File: config.mk
export PLATFORM = sky130hd
export DESIGN_NAME = ov7670_stream_gen_flat
export DESIGN_NICKNAME = d
export VERILOG_FILES = /design/src/rtl/ov7670_stream_gen_if.sv /design/src/rtl/ov7670_stream_gen.sv /design/src/flat_wrapper.sv
export SDC_FILE = /design/constraint.sdc
export NUM_CORES = 1
export LEC_CHECK = 0
export CAP_MARGIN = 10
export CORE_MARGIN = 5
export CORE_UTILIZATION = 25
export DETAILED_ROUTE_END_ITERATION = 10
export GPL_TIMING_DRIVEN = 0
export SETUP_SLACK_MARGIN = 0.1
export SYNTH_ARGS = -nofsm -noshare
export SYNTH_HDL_FRONTEND = slang
export SYNTH_SLANG_ARGS = --single-unit
File: constraint.sdc
create_clock -name clk -period 7.43 [get_ports clk]
set_clock_uncertainty 0.1 [all_clocks]
set_input_delay 1.1145 -clock clk [delete_from_list [all_inputs] [get_ports clk]]
set_output_delay 1.1145 -clock clk [all_outputs]
set_load 0.1 [all_outputs]
File: src/rtl/ov7670_stream_gen_if.sv
// Camera-side pixel bus of the OV7670 stream source.
// master = the generator, slave = the consumer (capture block).
interface ov7670_stream_gen_if;
   logic       enable;
   logic [1:0] pattern_sel;
   logic [7:0] solid_luma;
   logic       vsync;
   logic       href;
   logic [7:0] dout;
   logic       frame_done;
   logic       busy;

   modport master (
      input  enable,
      input  pattern_sel,
      input  solid_luma,
      output vsync,
      output href,
      output dout,
      output frame_done,
      output busy
   );

   modport slave (
      output enable,
      output pattern_sel,
      output solid_luma,
      input  vsync,
      input  href,
      input  dout,
      input  frame_done,
      input  busy
   );
endinterface

File: src/rtl/ov7670_stream_gen.sv
// Synthetic OV7670 sensor: vsync/href/data on PCLK with test patterns.
// Outputs are registered from the next-cycle view of state and counters.
module ov7670_stream_gen #(
   parameter int H_ACTIVE    = 640,
   parameter int V_ACTIVE    = 480,
   parameter int BPP         = 2,
   parameter int HBLANK_CYC  = 288,
   parameter int VSYNC_LINES = 3,
   parameter int VBP_LINES   = 17,
   parameter int VFP_LINES   = 10,
   parameter int BAR_W       = 80
) (
   input  logic                 clk,
   input  logic                 rst,
   ov7670_stream_gen_if.master  bus
);

   localparam int LINE_CYC = H_ACTIVE * BPP + HBLANK_CYC;
   localparam int CW       = 16;

   typedef logic [CW-1:0] cnt_t;

   localparam cnt_t H_LAST   = cnt_t'(LINE_CYC - 1);
   localparam cnt_t H_ACT_B  = cnt_t'(H_ACTIVE * BPP);
   localparam cnt_t VS_LAST  = cnt_t'(VSYNC_LINES - 1);
   localparam cnt_t VBP_LAST = cnt_t'(VBP_LINES - 1);
   localparam cnt_t ACT_LAST = cnt_t'(V_ACTIVE - 1);
   localparam cnt_t VFP_LAST = cnt_t'(VFP_LINES - 1);
   localparam cnt_t PH_LAST  = cnt_t'(BPP - 1);
   localparam cnt_t BAR_LAST = cnt_t'(BAR_W - 1);

   typedef enum logic [2:0] {
      S_IDLE,
      S_VS,
      S_VBP,
      S_ACT,
      S_VFP
   } state_t;

   state_t     r_state;
   cnt_t       r_h;
   cnt_t       r_l;
   cnt_t       r_px;
   cnt_t       r_ph;
   cnt_t       r_bcnt;
   logic [2:0] r_bidx;
   logic [1:0] r_pat;
   logic [7:0] r_solid;
   logic       r_vsync;
   logic       r_href;
   logic [7:0] r_dout;
   logic       r_done;
   logic       r_busy;

   state_t     w_state;
   cnt_t       w_h;
   cnt_t       w_l;
   cnt_t       w_px;
   cnt_t       w_ph;
   cnt_t       w_bcnt;
   logic [2:0] w_bidx;
   logic [1:0] w_pat;
   logic [7:0] w_solid;
   logic       w_start;
   logic       w_line_end;
   logic [7:0] w_luma;
   logic       w_vsync;
   logic       w_href;
   logic [7:0] w_dout;
   logic       w_done;
   logic       w_busy;

   always_ff @(posedge clk) begin
      if (rst) begin
         r_state <= S_IDLE;
      end else begin
         r_state <= w_state;
      end
   end

   always_comb begin
      w_state    = r_state;
      w_h        = r_h;
      w_l        = r_l;
      w_pat      = r_pat;
      w_solid    = r_solid;
      w_start    = 1'b0;
      w_line_end = (r_h == H_LAST);

      if (r_state == S_IDLE) begin
         w_start = bus.enable;
      end else if (w_line_end) begin
         w_h = '0;
         w_l = r_l + cnt_t'(1);
         unique case (r_state)
            S_VS: begin
               if (r_l == VS_LAST) begin
                  w_state = S_VBP;
                  w_l     = '0;
               end
            end
            S_VBP: begin
               if (r_l == VBP_LAST) begin
                  w_state = S_ACT;
                  w_l     = '0;
               end
            end
            S_ACT: begin
               if (r_l == ACT_LAST) begin
                  w_state = S_VFP;
                  w_l     = '0;
               end
            end
            S_VFP: begin
               if (r_l == VFP_LAST) begin
                  w_l = '0;
                  if (bus.enable) begin
                     w_start = 1'b1;
                  end else begin
                     w_state = S_IDLE;
                  end
               end
            end
            default: begin
               w_state = S_IDLE;
               w_l     = '0;
            end
         endcase
      end else begin
         w_h = r_h + cnt_t'(1);
      end

      // Frame start: pattern inputs are frozen for the whole frame
      if (w_start) begin
         w_state = S_VS;
         w_h     = '0;
         w_l     = '0;
         w_pat   = bus.pattern_sel;
         w_solid = bus.solid_luma;
      end
   end

   always_comb begin
      w_px   = r_px;
      w_ph   = r_ph;
      w_bcnt = r_bcnt;
      w_bidx = r_bidx;
      unique case (1'b1)
         (w_h == '0): begin
            w_px   = '0;
            w_ph   = '0;
            w_bcnt = '0;
            w_bidx = '0;
         end
         (w_h != '0 && r_ph == PH_LAST): begin
            w_ph = '0;
            w_px = r_px + cnt_t'(1);
            if (r_bcnt == BAR_LAST) begin
               w_bcnt = '0;
               if (r_bidx != 3'd7) begin
                  w_bidx = r_bidx + 3'd1;
               end
            end else begin
               w_bcnt = r_bcnt + cnt_t'(1);
            end
         end
         default: begin
            w_ph = r_ph + cnt_t'(1);
         end
      endcase
   end

   always_comb begin
      w_luma = 8'h00;
      unique case (w_pat)
         2'd0:    w_luma = w_px[9:2];
         2'd1:    w_luma = {w_bidx, 5'b0};
         2'd2:    w_luma = (w_px[5] ^ w_l[5]) ? 8'hFF : 8'h00;
         default: w_luma = w_solid;
      endcase
   end

   always_comb begin
      w_vsync = (w_state == S_VS);
      w_href  = (w_state == S_ACT) && (w_h < H_ACT_B);
      w_busy  = (w_state != S_IDLE);
      w_done  = (w_state == S_VFP) && (w_h == H_LAST) &&
                (w_l == VFP_LAST);
      w_dout  = 8'h00;
      if (w_href) begin
         w_dout = (w_ph == '0) ? w_luma : 8'h80;
      end
   end

   always_ff @(posedge clk) begin
      if (rst) begin
         r_h     <= '0;
         r_l     <= '0;
         r_px    <= '0;
         r_ph    <= '0;
         r_bcnt  <= '0;
         r_bidx  <= '0;
         r_pat   <= '0;
         r_solid <= '0;
         r_vsync <= 1'b0;
         r_href  <= 1'b0;
         r_dout  <= 8'h00;
         r_done  <= 1'b0;
         r_busy  <= 1'b0;
      end else begin
         r_h     <= w_h;
         r_l     <= w_l;
         r_px    <= w_px;
         r_ph    <= w_ph;
         r_bcnt  <= w_bcnt;
         r_bidx  <= w_bidx;
         r_pat   <= w_pat;
         r_solid <= w_solid;
         r_vsync <= w_vsync;
         r_href  <= w_href;
         r_dout  <= w_dout;
         r_done  <= w_done;
         r_busy  <= w_busy;
      end
   end

   assign bus.vsync      = r_vsync;
   assign bus.href       = r_href;
   assign bus.dout       = r_dout;
   assign bus.frame_done = r_done;
   assign bus.busy       = r_busy;

endmodule
File: src/flat_wrapper.sv
// flat-port wrapper written by rule: the top's interface ports become plain ports
module ov7670_stream_gen_flat 
#(
   parameter int H_ACTIVE    = 640,
   parameter int V_ACTIVE    = 480,
   parameter int BPP         = 2,
   parameter int HBLANK_CYC  = 288,
   parameter int VSYNC_LINES = 3,
   parameter int VBP_LINES   = 17,
   parameter int VFP_LINES   = 10,
   parameter int BAR_W       = 80
)
  (clk, rst, bus_enable, bus_pattern_sel, bus_solid_luma, bus_vsync, bus_href, bus_dout, bus_frame_done, bus_busy);
  ov7670_stream_gen_if bus_i ();
  input  logic clk;
  input  logic rst;
  input wire logic [$bits(bus_i.enable)-1:0] bus_enable;
  input wire logic [$bits(bus_i.pattern_sel)-1:0] bus_pattern_sel;
  input wire logic [$bits(bus_i.solid_luma)-1:0] bus_solid_luma;
  output wire logic [$bits(bus_i.vsync)-1:0] bus_vsync;
  output wire logic [$bits(bus_i.href)-1:0] bus_href;
  output wire logic [$bits(bus_i.dout)-1:0] bus_dout;
  output wire logic [$bits(bus_i.frame_done)-1:0] bus_frame_done;
  output wire logic [$bits(bus_i.busy)-1:0] bus_busy;
  assign bus_i.enable = bus_enable;
  assign bus_i.pattern_sel = bus_pattern_sel;
  assign bus_i.solid_luma = bus_solid_luma;
  assign bus_vsync = bus_i.vsync;
  assign bus_href = bus_i.href;
  assign bus_dout = bus_i.dout;
  assign bus_frame_done = bus_i.frame_done;
  assign bus_busy = bus_i.busy;
  ov7670_stream_gen #(.H_ACTIVE(H_ACTIVE), .V_ACTIVE(V_ACTIVE), .BPP(BPP), .HBLANK_CYC(HBLANK_CYC), .VSYNC_LINES(VSYNC_LINES), .VBP_LINES(VBP_LINES), .VFP_LINES(VFP_LINES), .BAR_W(BAR_W)) u_core (.clk(clk), .rst(rst), .bus(bus_i));
endmodule
==> impl_metrics.ini <==
[power]
p_leak_nw = 2.45
peakVddDrop_mv = 0.108
total_power_w = 0.00124
p_per_area_nw_per_um2 = 183

[floorplanning]
die_height_um = 163
io_pins = 25
dieArea_um2 = 26600
row_count = 56
initial_utilization_pct = 25.2
die-width_um = 163
design.core.area_um2 = 23300

[synthesis]
synth_seq_area_share_pct = 34.8
synth-edff-count = 0
async_flop_share_pct = 0
ys_top_cells_by_area = dfxtp_1 (35%), nor2_1 (5.5%), nand2_1 (4.7%)
ys_ff_latch = 102
syn_avg_cell_area_um2 = 8.19
syn_area_um2 = 5870
synth_top_area_share_pct = 34.8
synthDistinctLibCells = 79
ys.flop_type = dfxtp_1
synthCells = 716
yosysWarnings = 0
yosysTopAreaCell = dfxtp_1
synth_fp_nets = 739

[clock_tree]
numCtsBuffers = 9
path_clk_slew_ns = 0.07
ctsResizeCount = 0
cts_setup_buffers = 0
tritoncts = yes
clock_sinks = 102
htreeDepth = 3
clk_path_buf_depth = 2
clk_latency_ns = 0.36
cts_hold_buffers = 0
cts_root_buf = clkbuf_16

[critical_path]
slowest_delay_ns = 0.61
crit_type = reg2reg
critPathBufInv = 1
crit_family = simple AND/OR/NAND/NOR gates
r2r_start = u_core.r_h[1]
cp_max_fo = 10
crit_chain = ha_1 -> clkbuf_2 -> and3b_1 -> nand4_2 -> nor2_1 -> a21oi_1 -> nand2_1 -> nand4_1 -> a21o_1 -> a2111oi_1
startpoint = u_core.r_h[1]
slowest_stage = nor2_1
arrival_ns = 3.84
cp-end-kind = register
cp.required_ns = 7.55
startpoint_type = register

[timing]
fin_crit_sh_pct = 50.0
setup_viol = 0
holdWs_ns = 0.388
worstMarginPinSlew_ns = 0.990
setup_tns_ns = 0
min_period_ns = 3.72
relSlewSlack_pct = 33.8
fmax_ghz = 0.269
drv_slew = 0
fin_ws_ns = 3.71
rsz0062_at_grt = no
hold_viol = 0

[final_layout]
layout-drive-gt1-share_pct = 7.68
synthToLayoutAreaGrowth_pct = 16.0
layout_common_cells = dfxtp_1 (102), nor2_1 (86), nand2_1 (74)
fillCellCount = 2527
fin_nets = 773
diodes = 0
layout_commonest_cell = dfxtp_1

[drt]
viasPerCell = 4.87
num_vias = 5226
finalWirelength_um = 14800
ant_nets = 0
drc_errors = 0
drtPass1Iterations = 5
routedWlPerCell_um = 13.8
drtIter0Drc = 337

[placed_design]
dp_slack_ns = 3.44
hpwl_um = 10800
gp_congestion = 0.858
portBuffers = 23

[global_route]
grt-ovfl-total = 0
grt_start_max_net_pins = 17
antenna_found_initial = 0
grt_pass1_wl_um = 24600
grt_usage_pct = 11.2
grt_pass1_vias = 4854

[min_path]
hold_start = u_core.r_px[1]
hold_path_class = reg2reg

[run_status]
outcome = finished, final reports clean

[run]
cap_violations = 0
[cell usage after synthesis, types with 15 or more instances]
| cell | n |
|---|---|
| xnor2_1 | 31 |
| o21ai_0 | 17 |
| and2_1 | 15 |
| xor2_1 | 28 |
| a21oi_1 | 27 |
| nor4_1 | 17 |
| dfxtp_1 | 102 |
| nand4_1 | 22 |
| nand2_1 | 74 |
| nor2_1 | 86 |
| inv_1 | 16 |
| and3_1 | 23 |
| clkbuf_1 | 16 |
| buf_2 | 17 |
| nand3_1 | 38 |
[cell type report]
type	count	area [um^2]	share of cell area, %
multi-input combinational	557	3560	52.3
sequential	102	2040	30.0
tap	319	399	5.86
clock buffer	12	256	3.77
timing repair buffer	23	230	3.38
buffer	40	199	2.92
inverter	17	63.8	0.937
clock inverter	4	55.1	0.809
[routing by layer]
metal,wire (um),GRT usage [%],vias up
met3,720,2.78,16
met5,0,0,-
met1,7070,15.0,2455
met4,201,3.13,0
li1,-,-,2636
met2,6810,18.1,119
[through the flow]
step / instance area (um^2) / utilization (%) / instances
after global placement: 6490 / 27.9 / 1058
after detailed placement: 6490 / 27.9 / 1058
after floorplan: 5870 / - / 716
after CTS: 6810 / 29.3 / 1074
after global routing: 6810 / 29.3 / 1074
final: 6810 / 29.3 / 1074
[cell families (layout without fill, tap and decap cells)]
group | count (synthesis) | in the layout | share of synthesized area [%]
and+or+nand+nor | 362 | 362 | 34.2
AOI/OAI and AO/OA | 111 | 111 | 12.9
DFF | 102 | 102 | 34.8
xor gates and xnor gates | 59 | 59 | 8.81
buffers and inverters | 57 | 96 | 4.48
muxes | 15 | 15 | 2.64
adders and majority gates | 10 | 10 | 2.13
[power by group]
group | switching [W] | internal, W | total, W
Combinational | 0.000125 | 0.0000565 | 0.000182
Sequential | 0.00000593 | 0.000557 | 0.000563
Clock | 0.000218 | 0.000281 | 0.000499
[registers in the layout (all words and copies together) (netlist names)]
register               cells
u_core.r_l                16
u_core.bus.vsync           1
u_core.bus.dout            8
u_core.bus.frame_done      1
u_core.r_solid             8
u_core.r_px               10
u_core.r_bidx              3
u_core.r_h                16
u_core.r_bcnt             16
u_core.r_ph               16
u_core.r_pat               2
u_core.bus.href            1
u_core.bus.busy            1
u_core.r_state             3
[worst register-to-register path, cell delays in order, from the launching register on]
cell and delay [ns]:
dfxtp_1 0.40, ha_1 0.17, clkbuf_2 0.22, and3b_1 0.21, nand4_2 0.28, nor2_1 0.62, a21oi_1 0.26, nand2_1 0.30
nand4_1 0.33, a21o_1 0.35, a2111oi_1 0.35
[path summary, 6_finish.rpt]
kind                         to  slack, ns  cells after the start
max          u_core.bus.dout[6]       3.71                     10
min              u_core.r_px[1]       0.39                      2
max reg2reg  u_core.bus.dout[6]       3.71                     10
min reg2reg      u_core.r_px[1]       0.39                      2
No activity file was read; power rests on OpenSTA's default activity.
